==> src/rtl/cnt_pkg.sv <==
// Shared definitions for the increment arbiter slice.
//   req_state_t : per-requester FSM state encoding
//   idx_w()     : width of a digit index (never below 1 bit)
// Optional build macro used by the slice: INC_ARB_AUTOREPEAT_EN.
package cnt_pkg;

  typedef enum logic [2:0] {
    IDLE   = 3'd0,
    FIRST  = 3'd1,
    HOLD   = 3'd2,
    REPEAT = 3'd3,
    DONE   = 3'd4
  } req_state_t;

  function automatic int idx_w(input int digits);
    return (digits <= 1) ? 1 : $clog2(digits);
  endfunction

endpackage

==> src/rtl/inc_req_timer.sv <==
// One button requester: press detection plus optional press-and-hold
// auto-repeat timing.
// Build macro: INC_ARB_AUTOREPEAT_EN
//   defined   : FIRST -> HOLD -> REPEAT auto-repeat with a tick counter
//   undefined : FIRST -> DONE, one increment per press, no counter
// Ports:
//   clk, rst_n : clock, asynchronous active-low reset
//   i_req      : synchronized button level
//   i_tick     : prescaler strobe (arbitration instant)
//   i_grant    : this requester won the current tick
//   o_due      : requester wants an increment (from registered state only)
//   o_state    : current FSM state, for observation
module inc_req_timer
  import cnt_pkg::*;
#(
  parameter int HOLD_TICKS   = 4,
  parameter int REPEAT_TICKS = 2,
  parameter int CNT_W        = 4
) (
  input  logic       clk,
  input  logic       rst_n,
  input  logic       i_req,
  input  logic       i_tick,
  input  logic       i_grant,
  output logic       o_due,
  output req_state_t o_state
);

  req_state_t r_state;

  assign o_state = r_state;

`ifdef INC_ARB_AUTOREPEAT_EN
  logic [CNT_W-1:0] r_cnt;
  logic [CNT_W:0]   w_cnt_inc;

  // One extra bit so a saturated counter still compares correctly.
  assign w_cnt_inc = {1'b0, r_cnt} + (CNT_W+1)'(1);

  assign o_due = (r_state == FIRST) ||
                 ((r_state == HOLD)   && (w_cnt_inc >= (CNT_W+1)'(HOLD_TICKS))) ||
                 ((r_state == REPEAT) && (w_cnt_inc >= (CNT_W+1)'(REPEAT_TICKS)));

  always_ff @(posedge clk or negedge rst_n) begin
    if (!rst_n) begin
      r_state <= IDLE;
      r_cnt   <= '0;
    end else if (!i_req) begin
      // Release wins over a same-cycle grant; the grant's pulse still fires.
      r_state <= IDLE;
      r_cnt   <= '0;
    end else begin
      case (r_state)
        IDLE:  r_state <= FIRST;
        FIRST: begin
          if (i_grant) begin
            r_state <= HOLD;
            r_cnt   <= '0;
          end
        end
        HOLD, REPEAT: begin
          if (i_grant) begin
            r_state <= REPEAT;
            r_cnt   <= '0;
          end else if (i_tick && (r_cnt != {CNT_W{1'b1}})) begin
            r_cnt <= r_cnt + CNT_W'(1);
          end
        end
        default: begin
          r_state <= IDLE;
          r_cnt   <= '0;
        end
      endcase
    end
  end
`else
  // Timing parameters and the tick have no meaning without auto-repeat.
  logic w_unused_cfg;
  assign w_unused_cfg = i_tick ^ ((HOLD_TICKS + REPEAT_TICKS + CNT_W) > 0);

  assign o_due = (r_state == FIRST);

  always_ff @(posedge clk or negedge rst_n) begin
    if (!rst_n) begin
      r_state <= IDLE;
    end else if (!i_req) begin
      r_state <= IDLE;
    end else begin
      case (r_state)
        IDLE:    r_state <= FIRST;
        FIRST:   if (i_grant) r_state <= DONE;
        DONE:    r_state <= DONE;
        default: r_state <= IDLE;
      endcase
    end
  end
`endif

endmodule

==> src/rtl/inc_arbiter.sv <==
// Shares one increment path among DIGITS button requesters. On each tick
// the due requesters are searched round-robin from the pointer; the winner
// gets a one-cycle inc_pulse the following cycle.
// Build macro: INC_ARB_AUTOREPEAT_EN (press-and-hold auto-repeat).
// Valid/ready note: there is no back-pressure; tick is the only "valid",
// and a grant is always accepted by the counter receiving inc_pulse.
// Ports:
//   clk, rst_n : clock, asynchronous active-low reset
//   req        : synchronized button levels, one per digit
//   tick       : prescaler strobe, arbitration instant
//   inc_pulse  : registered one-hot increment strobe
//   grant_idx  : index of the last granted digit
//   active     : some requester is not IDLE
module inc_arbiter
  import cnt_pkg::*;
#(
  parameter int DIGITS       = 2,
  parameter int HOLD_TICKS   = 4,
  parameter int REPEAT_TICKS = 2,
  parameter int CNT_W        = 4
) (
  input  logic                        clk,
  input  logic                        rst_n,
  input  logic [DIGITS-1:0]           req,
  input  logic                        tick,
  output logic [DIGITS-1:0]           inc_pulse,
  output logic [idx_w(DIGITS)-1:0]    grant_idx,
  output logic                        active
);

  localparam int IDX_W = idx_w(DIGITS);

  logic [DIGITS-1:0] w_due;
  logic [DIGITS-1:0] w_grant;
  logic [DIGITS-1:0] w_busy;
  logic [DIGITS-1:0] r_inc_pulse;
  logic [IDX_W-1:0]  r_ptr;
  logic [IDX_W-1:0]  r_grant_idx;
  logic [IDX_W-1:0]  w_sel;
  logic [IDX_W-1:0]  w_ptr_nxt;
  logic              w_found;
  req_state_t        w_state [DIGITS];

  genvar gd;
  generate
    for (gd = 0; gd < DIGITS; gd++) begin : g_req
      inc_req_timer #(
        .HOLD_TICKS  (HOLD_TICKS),
        .REPEAT_TICKS(REPEAT_TICKS),
        .CNT_W       (CNT_W)
      ) u_timer (
        .clk    (clk),
        .rst_n  (rst_n),
        .i_req  (req[gd]),
        .i_tick (tick),
        .i_grant(w_grant[gd]),
        .o_due  (w_due[gd]),
        .o_state(w_state[gd])
      );
      assign w_busy[gd] = (w_state[gd] != IDLE);
    end
  endgenerate

  // Round-robin search: first due requester at or after the pointer.
  always_comb begin
    logic [IDX_W:0] w_j;
    w_found = 1'b0;
    w_sel   = '0;
    w_j     = '0;
    for (int i = 0; i < DIGITS; i++) begin
      w_j = {1'b0, r_ptr} + (IDX_W+1)'(i);
      if (w_j >= (IDX_W+1)'(DIGITS)) w_j = w_j - (IDX_W+1)'(DIGITS);
      if (!w_found && w_due[w_j[IDX_W-1:0]]) begin
        w_found = 1'b1;
        w_sel   = w_j[IDX_W-1:0];
      end
    end
  end

  assign w_ptr_nxt = (w_sel == IDX_W'(DIGITS - 1)) ? '0 : w_sel + IDX_W'(1);
  assign w_grant   = (tick && w_found) ? (DIGITS'(1) << w_sel) : '0;

  always_ff @(posedge clk or negedge rst_n) begin
    if (!rst_n) begin
      r_inc_pulse <= '0;
      r_grant_idx <= '0;
      r_ptr       <= '0;
    end else begin
      r_inc_pulse <= w_grant;
      if (tick && w_found) begin
        r_grant_idx <= w_sel;
        r_ptr       <= w_ptr_nxt;
      end
    end
  end

  assign inc_pulse = r_inc_pulse;
  assign grant_idx = r_grant_idx;
  // OR of flop outputs only, so it changes exactly with the state registers.
  assign active    = |w_busy;

endmodule

==> config.mk <==
export PLATFORM = sky130hd
export DESIGN_NAME = inc_arbiter
export DESIGN_NICKNAME = d
export VERILOG_FILES = /design/src/rtl/cnt_pkg.sv /design/src/rtl/inc_req_timer.sv /design/src/rtl/inc_arbiter.sv
export SDC_FILE = /design/constraint.sdc
export NUM_CORES = 1
export LEC_CHECK = 0
export BUFFER_PORTS_ARGS = -buffer_cell sky130_fd_sc_hd__buf_2
export CAP_MARGIN = 20
export CORE_AREA = 2 2 39 41
export CTS_BUF_LIST = sky130_fd_sc_hd__clkbuf_4 sky130_fd_sc_hd__clkbuf_8
export CTS_CLUSTER_SIZE = 12
export DETAILED_ROUTE_END_ITERATION = 12
export DIE_AREA = 0 0 41 43
export PLACE_DENSITY_LB_ADDON = 0.3
export SLEW_MARGIN = 20
export SYNTH_ARGS = -nofsm -noshare
export SYNTH_HDL_FRONTEND = slang
export SYNTH_HIERARCHICAL = 1
export SYNTH_SLANG_ARGS = --single-unit
==> constraint.sdc <==
create_clock -name clk -period 1.35 [get_ports clk]
set_input_delay 0.135 -clock clk [delete_from_list [all_inputs] [get_ports clk]]
set_output_delay 0.135 -clock clk [all_outputs]
set_load 0.01 [all_outputs]
Word level (Yosys, flattened, before mapping)
Cells that the tools add are included.
Word-level totals
  bits in registers: 10
  input bits: 5
  output and inout bits: 4
  word-level logic and storage cells: 46
Cells by class
  $add $sub $neg: 4
  $lt $le $gt $ge: 4
  equality and inequality tests: 6
  shifts and indexed selects: 1
  muxes and demuxes: 18
  reductions and logical operators: 8
Operator list (number)
  $pmux 3 s3: 2
  $mux 3: 4
  $mux 1: 11
  $eq 3x1->1 const B: 2
  $eq 3x3->1 const B: 2
  $logic_not 3->1: 2
  $ne 3x3->1 const B: 2
  $reduce_bool 3->1: 2
  $lt 1x2->1 const B: 2
  $add 1x1->2 const B: 1
  $ge 1x2->1 const B: 1
  $ge 2x2->1 const B: 1
  $logic_and 1x1->1: 2
  $mux 2: 1
  $reduce_or 2->1: 1
  $shl 1x1->2 const A: 1
  $sub 1x1->1 const B: 2
  $add 1x1->1 const B: 1
  $logic_not 1->1: 1

Depth between registers and ports, before layout
Gate-level depths: netlist of the first run.
  depth after elaboration: 13
  depth in mapped cells: 6

By module
The synthesis of the first run kept the hierarchy.
Modules (own cells, without submodules)
  inc_req_timer: instances 2, cells an instance 15, area each 142.6 um^2, seq. area each 50.0 um^2
  inc_arbiter: instances 1, cells an instance 14, area each 156.4 um^2, seq. area each 100.1 um^2

Least setup slack after synthesis of the first run
Ideal clock, no wire load.
  kind: register -> register
  start: reg g_req[0].u_timer.r_state[0]
  end: reg g_req[1].u_timer.r_state[0]
  arrival time: 1.130 ns
  required time: 1.227 ns
  setup slack: 0.096 ns
  stages on the path, launching flop included: 6
  period minus slack after synthesis: 1.254 ns
  cells stage by stage: dfrtp_1 > ha_1 > nor2b_2 > nor2_1 > nor2b_4 > mux2i_1
Between the ends
  longest elaborated chain between the ends: 10
RTL lines
  from (decl): RTL line inc_req_timer.sv:29  | req_state_t r_state;
  from (signal assigned): RTL line inc_req_timer.sv:85  | r_state <= IDLE;
  from (signal assigned): RTL line inc_req_timer.sv:87  | r_state <= IDLE;
  from (signal assigned): RTL line inc_req_timer.sv:90  | IDLE: r_state <= FIRST;
  $eq 3x1->1 *: RTL line inc_req_timer.sv:81  | assign o_due = (r_state == FIRST);
  via w_due[0]: RTL line inc_arbiter.sv:33  | logic [DIGITS-1:0] w_due;
  $mux 1 (not written as such) (2 in a row): RTL line inc_arbiter.sv:73  | if (!w_found && w_due[w_j[IDX_W-1:0]]) begin
  $mux 1: RTL line inc_arbiter.sv:73
  $logic_not 1->1: RTL line inc_arbiter.sv:73
  $logic_and 1x1->1: RTL line inc_arbiter.sv:73
  $mux 1: RTL line inc_arbiter.sv:73
  $shl 1x1->2 / $logic_and 1x1->1 (equally long branches): RTL line inc_arbiter.sv:81  | assign w_grant = (tick && w_found) ? (DIGITS'(1) << w_sel) : '0;
  $mux 2 *: RTL line inc_arbiter.sv:81
  via w_grant[1]: RTL line inc_arbiter.sv:34  | logic [DIGITS-1:0] w_grant;
  $ne 3x3->1 (no line) *
  to (signal assigned): RTL line inc_req_timer.sv:91  | FIRST: if (i_grant) r_state <= DONE;
  to (signal assigned): RTL line inc_req_timer.sv:92  | DONE: r_state <= DONE;
  to (signal assigned): RTL line inc_req_timer.sv:93  | default: r_state <= IDLE;
  to (decl): RTL line inc_req_timer.sv:29
Mark *: on every way through the listed nets, which the timed path passes. The rest lies on a longest branch. The select of a mux whose other input is x is not followed.
A chain may end at the register's enable or synchronous reset.

Worst setup path after layout of the first run
  start: reg g_req[0].u_timer.r_state[2]
  end: out active
Between the ends
  longest elaborated chain between the ends: 2
RTL lines
  $reduce_bool 3->1: RTL line inc_arbiter.sv:60  | assign w_busy[gd] = (w_state[gd] != IDLE);
  $reduce_or 2->1: RTL line inc_arbiter.sv:100  | assign active = |w_busy;
  to (decl): RTL line inc_arbiter.sv:28  | output logic active
Every way passes these cells.

==> impl_metrics.json, run 1 <==
{
  "coreArea_um2": 1380,
  "ant_nets": 0,
  "grt.overflow.total": 0,
  "clkPwrFrac_pct": 14.7,
  "hold-worst-slack_ns": 0.143,
  "detail_route.vias_per_cell": 4.45,
  "reg2reg_depth": 5,
  "setup-violations-final": 0,
  "grt_pass1_vias": 318,
  "htree_num_levels": 1,
  "drt-pass1-iter-count": 2,
  "die_h_um": 43,
  "synth_adder_area_share_pct": 11.3,
  "floorplan.rows": 14,
  "compound_gate_portion_of_the_synthesized_area_pct": 5.10,
  "postSynthCellCount": 44,
  "cp-start-kind": "flip-flop",
  "layout_commonest_cell": "sky130_fd_sc_hd__nand2_1",
  "dpl_cell_area_um2": 509,
  "path_class": "reg -> out",
  "synth_largest_area_cell": "sky130_fd_sc_hd__dfrtp_1",
  "ys_seq_area_share_pct": 45.3,
  "antenna_cells": 0,
  "synth.ff_latch_count": 8,
  "finish.utilization_pct": 43.3,
  "setup.worst_path.start": "g_req[0].u_timer/o_state[2]",
  "synth_xor_xnor_area_share_pct": 0,
  "powerDensity_nw_per_um2": 2080,
  "max_cap_violations": 0,
  "combinational_family_with_the_most_area_after_synthesis": "simple AND/OR/NAND/NOR gates",
  "run_status": "finished, final reports clean",
  "cp_max_fo": 2,
  "crit_end": "active",
  "place_congestion": 0.670,
  "die_x_um": 41,
  "drt_first_iter_violations": 1,
  "total_negative_slack_for_setup_checks_ns": 0,
  "num-fill-cells": 143,
  "track_usage_pct": 12.1,
  "synth.distinct_cells": 14,
  "netlist_area_um2": 442,
  "synthSimpleGateAreaFrac_pct": 20.7,
  "stdcell_area_um2": 599,
  "p_sw_share_pct": 36.9,
  "final-hold-violation-count": 0,
  "syn_area_per_cell_um2": 10.0,
  "num_vias": 329,
  "io_pins": 9,
  "syn_nets": 53,
  "clock.fmax_mhz": 746,
  "clock_insertion_delay_worst_skew_ns": 0.25,
  "min_period_ns": 1.34,
  "seq_power_share_pct": 34.4,
  "biggest_area_contributors_in_the_synthesized_netlist": "sky130_fd_sc_hd__dfrtp_1 45%, sky130_fd_sc_hd__ha_1 11%, sky130_fd_sc_hd__nand2_1 9.3%",
  "numPortBuffers": 8,
  "drive_above_1_share_pct": 39.7,
  "detail_route.wl_per_cell_um": 10.2,
  "global_route_wire_length_before_repair_um": 1350,
  "flow.area_growth_from_synthesis_pct": 35.7,
  "irDropWorstVdd_mv": 0.882,
  "antenna_violations_before_repair": 0,
  "min_period_over_period_pct": 99.3,
  "rsz_0062_raised_after_global_routing": "yes",
  "power.share.combinational_pct": 50.9,
  "post-layout-total-power_mw": 1.25,
  "hp-class": "in -> reg",
  "p_leak_nw": 0.286,
  "path_clk_slew_ns": 0.06,
  "drv_slew": 0,
  "initial_utilization_pct": 31.9,
  "area_occupied_by_multi_input_gates_um2": 258,
  "startpoint_of_the_most_critical_register_to_register_path": "g_req[1].u_timer/o_state[0]",
  "pin_count_of_the_biggest_net_entering_global_routing": 9,
  "p_int_mw": 0.786,
  "required_ns": 1.22,
  "clock_sinks": 8,
  "reg2reg_setup_slack_ns": 0.09,
  "ctsRootBufferMaster": "sky130_fd_sc_hd__clkbuf_4",
  "clk_path_buf_depth": 2,
  "numCtsBuffers": 3,
  "finClkSkew_ns": 0.00679,
  "hpwl_um": 577,
  "design.die.area_um2": 1760,
  "worst_ep_arrival_time_ns": 1.21,
  "postRouteWirelength_um": 754,
  "yosys_warnings": 6,
  "cts_tree": "built",
  "synth.area.mux_share_pct": 9.07,
  "final_cell_mix": "10 x sky130_fd_sc_hd__nand2_1, 8 x sky130_fd_sc_hd__dfrtp_1, 8 x sky130_fd_sc_hd__buf_2",
  "final-seq-area_um2": 200,
  "switching_power_mw": 0.459,
  "remaining_drc_errors": 0,
  "worstReg2RegEnd": "g_req[1].u_timer/o_state[2]",
  "critical_path.endpoint_type": "output pin",
  "finish.net_count": 69,
  "yosys.area.top_type_share_pct": 45.3
}
flip-flops by register name, summed over array words and instances, names as in the netlist:
name                   cells
grant_idx                  1
inc_pulse                  2
r_ptr                      1
g_req.u_timer/o_state      4
power groups by stage:
stage	Combinational, mW	Clock [mW]	Sequential [mW]
after floorplan	0.337	0	0.422
after global placement	0.512	0	0.409
after detailed placement	0.521	0	0.411
after CTS	0.558	0.193	0.425
after global routing	0.721	0.212	0.442
final	0.633	0.183	0.429
synthesized netlist by cell type, drive strengths merged:
cell type  instances
nor2b              3
nand2             11
nor2               2
o2bb2ai            1
a21oi              1
conb               2
nor4               1
ha                 4
buf                2
mux2i              4
a22o               1
inv                4
dfrtp              8
how the worst min path moves through the flow:
stage               startpoint                           to  slack (ns)  depth (start not counted)
global placement         rst_n  g_req[1].u_timer/o_state[0]       -0.01                          1
finish                    tick                        r_ptr        0.14                          2
CTS                       tick                        r_ptr        0.13                          2
global route              tick                        r_ptr        0.15                          2
detailed placement       rst_n  g_req[1].u_timer/o_state[0]      -0.009                          1
floorplan                rst_n  g_req[0].u_timer/o_state[0]       -0.16                          0
cell families after synthesis:
family                   after synthesis
buffers and inverters                  6
multiplexers                           4
flip-flops                             8
other                                  2
AND/OR/NAND/NOR                       17
AO/OA/AOI/OAI                          3
adder cells (fa/ha/maj)                4
routing by layer:
layer / vias up / GRT usage [%] / part of all wire [%]
met4: 0 / 2.00 / 0
met5: - / 0 / 0
li1: 164 / - / -
met2: 7 / 19.1 / 56
met3: 0 / 9.42 / 6.0
met1: 158 / 12.3 / 38
critical path, stage by stage (launching register included):
cell	delay (ns)
sky130_fd_sc_hd__dfrtp_1	0.38
sky130_fd_sc_hd__buf_6	0.12
sky130_fd_sc_hd__nor4_4	0.25
sky130_fd_sc_hd__nand2_1	0.07
sky130_fd_sc_hd__buf_2	0.14
area by class of cell:
| cell class | count | share of cell area [%] |
|---|---|---|
| clock buffers | 3 | 3.76 |
| inverters | 4 | 2.51 |
| multi-input cells | 30 | 43.0 |
| flip-flops and latches | 8 | 33.4 |
| well taps | 16 | 3.34 |
| repair buffers | 13 | 14.0 |
metrics by stage:
stage                     cells  worst slack (ns)
after global placement       69            0.0555
after detailed placement     69            0.0491
after global routing         74           -0.0582
after floorplan              44            0.0965
after CTS                    73          0.000727
final                        74           0.00964
repair_timing:
action	CTS	global route
resized for setup	3	7
hold buffers	1	0
pin swaps	2	0
gates cloned	0	0
endpoints found under the hold margin	8	0
buffers inserted	0	1
setup endpoints to repair	1	5
(Power assumes the default switching activity.)
==> run 2, diff against run 1 <==
Settings changed: CELL_PAD_IN_SITES_DETAIL_PLACEMENT set to 0, CELL_PAD_IN_SITES_GLOBAL_PLACEMENT set to 1.
==> run 2 against run 1 <==
Effect of this change:
- the flow now finishes with violations (setup timing)
- power is 2.6% lower
- global-route usage is 1.2 points lower
- die area stayed put
- largest cell class unchanged
- largest power group unchanged
==> impl_metrics.json, run 2 (synthesized netlist as in run 1, its figures left out) <==
{
  "hold-worst-slack_ns": 0.151,
  "max_cap_violations": 0,
  "antenna_violations_before_repair": 0,
  "antenna_cells": 0,
  "ctsRootBufferMaster": "sky130_fd_sc_hd__clkbuf_4",
  "finish.net_count": 68,
  "path_class": "reg -> out",
  "finClkSkew_ns": 0.00250,
  "htree_num_levels": 1,
  "design.die.area_um2": 1760,
  "final_cells": 73,
  "clk_path_buf_depth": 2,
  "reg2reg_depth": 6,
  "num_vias": 310,
  "clock.fmax_mhz": 740,
  "numPortBuffers": 8,
  "drt-met1-wl_um": 343,
  "clkPwrFrac_pct": 15.2,
  "clock_sinks": 8,
  "final-hold-violation-count": 0,
  "rsz_0062_raised_after_global_routing": "yes",
  "required_ns": 1.22,
  "cp_max_fo": 2,
  "cts_tree": "built",
  "global_route_wire_length_before_repair_um": 1170,
  "p_sw_share_pct": 36.9,
  "irDropWorstVdd_mv": 0.630,
  "grt_pass1_vias": 302,
  "place_congestion": 0.641,
  "grt.overflow.total": 0,
  "switching_power_mw": 0.448,
  "seq_power_share_pct": 35.1,
  "detail_route.vias_per_cell": 4.25,
  "cp-start-kind": "flip-flop",
  "powerDensity_nw_per_um2": 2080,
  "final_cell_mix": "10 x sky130_fd_sc_hd__nand2_1, 8 x sky130_fd_sc_hd__dfrtp_1, 8 x sky130_fd_sc_hd__buf_2",
  "detail_route.wl_per_cell_um": 10.5,
  "io_pins": 9,
  "hp-class": "in -> reg",
  "largest_reg_flops": 4,
  "clock_insertion_delay_worst_skew_ns": 0.25,
  "pin_count_of_the_biggest_net_entering_global_routing": 9,
  "top_layer": "met4",
  "placed_cells_incl_taps": 69,
  "drive_above_1_share_pct": 38.6,
  "initial_utilization_pct": 31.9,
  "worst_hold_path_cell_count": 3,
  "finalWorstSetupSlack_ns": -0.00180,
  "failed_checks": "setup timing",
  "min_period_ns": 1.35,
  "floorplan.rows": 14,
  "p_leak_nw": 0.279,
  "die_h_um": 43,
  "setup-violations-final": 1,
  "critical_path.endpoint_type": "output pin",
  "ant_nets": 0,
  "worst_ep_arrival_time_ns": 1.22,
  "min_period_over_period_pct": 100,
  "met3_wirelength_um": 22,
  "drt_first_iter_violations": 1,
  "drt-pass1-iter-count": 2,
  "p_int_mw": 0.765,
  "run_status": "complete, but fails checks",
  "track_usage_pct": 10.9,
  "power.share.combinational_pct": 49.6,
  "hpwl_um": 608,
  "flow.area_growth_from_synthesis_pct": 31.7,
  "remaining_drc_errors": 0,
  "die_x_um": 41,
  "postRouteWirelength_um": 767,
  "layout_commonest_cell": "sky130_fd_sc_hd__nand2_1",
  "coreArea_um2": 1380,
  "numCtsBuffers": 3,
  "drv_slew": 0,
  "path_clk_slew_ns": 0.06,
  "wl_met2_um": 395
}
==> run 2: cell type report <==
cell class                      instances  area, um2
Tap cell                               16       20.0
Timing Repair Buffer                   12       76.3
Multi-Input combinational cell         30        248
Inverter                                4       15.0
Sequential cell                         8        200
Clock buffer                            3       22.5
Fill cell                             142        802
==> run 2: per-layer routing <==
metal / vias up / track usage, %
met5: - / 0
met4: 0 / 10.0
met3: 2 / 3.14
met2: 4 / 16.6
met1: 141 / 11.1
li1: 163 / -
==> run 2: worst max-delay path, cell delays in order (launching register included) <==
cell and delay (ns):
sky130_fd_sc_hd__dfrtp_1 0.39, sky130_fd_sc_hd__buf_6 0.13, sky130_fd_sc_hd__nor4_4 0.25, sky130_fd_sc_hd__nand2_1 0.07
sky130_fd_sc_hd__buf_2 0.14
==> run 2: timing repair <==
action | CTS | global route
hold buffers | 1 | 0
pin swaps | 2 | 0
setup endpoints to repair | 3 | 5
hold endpoints to repair | 8 | 0
buffers inserted | 0 | 0
gates resized for setup | 4 | 5
==> run 2: final timing paths <==
kind / startpoint / end / slack [ns]
min: req[0] / g_req[0].u_timer/o_state[0] / 0.15
min reg2reg: grant_idx / grant_idx / 0.49
max: g_req[0].u_timer/o_state[2] / active / -0.002
max in group asynchronous: rst_n / g_req[1].u_timer/o_state[0] / 0.94
max reg2reg: g_req[0].u_timer/o_state[2] / g_req[1].u_timer/o_state[0] / 0.06
min in group asynchronous: rst_n / inc_pulse[0] / 0.25
==> run 2: through the flow <==
step	area [um2]	TNS [ns]	total power [mW]	util (%)	setup WS, ns
after floorplan	442	0	0.759	-	0.0965
after global placement	509	0	0.930	36.8	0.0341
after detailed placement	509	0	0.941	36.8	0.00188
after CTS	563	-0.0213	1.19	40.7	-0.0213
after global routing	582	-0.127	1.31	42.0	-0.0659
final	582	-0.00180	1.21	42.0	-0.00180
==> run 2: power groups by stage <==
| stage | clock network (mW) | logic, mW | registers, mW |
|---|---|---|---|
| detailed placement | 0 | 0.529 | 0.412 |
| global route | 0.213 | 0.663 | 0.439 |
| floorplan | 0 | 0.337 | 0.422 |
| finish | 0.184 | 0.602 | 0.426 |
| global placement | 0 | 0.523 | 0.407 |
| CTS | 0.198 | 0.580 | 0.417 |
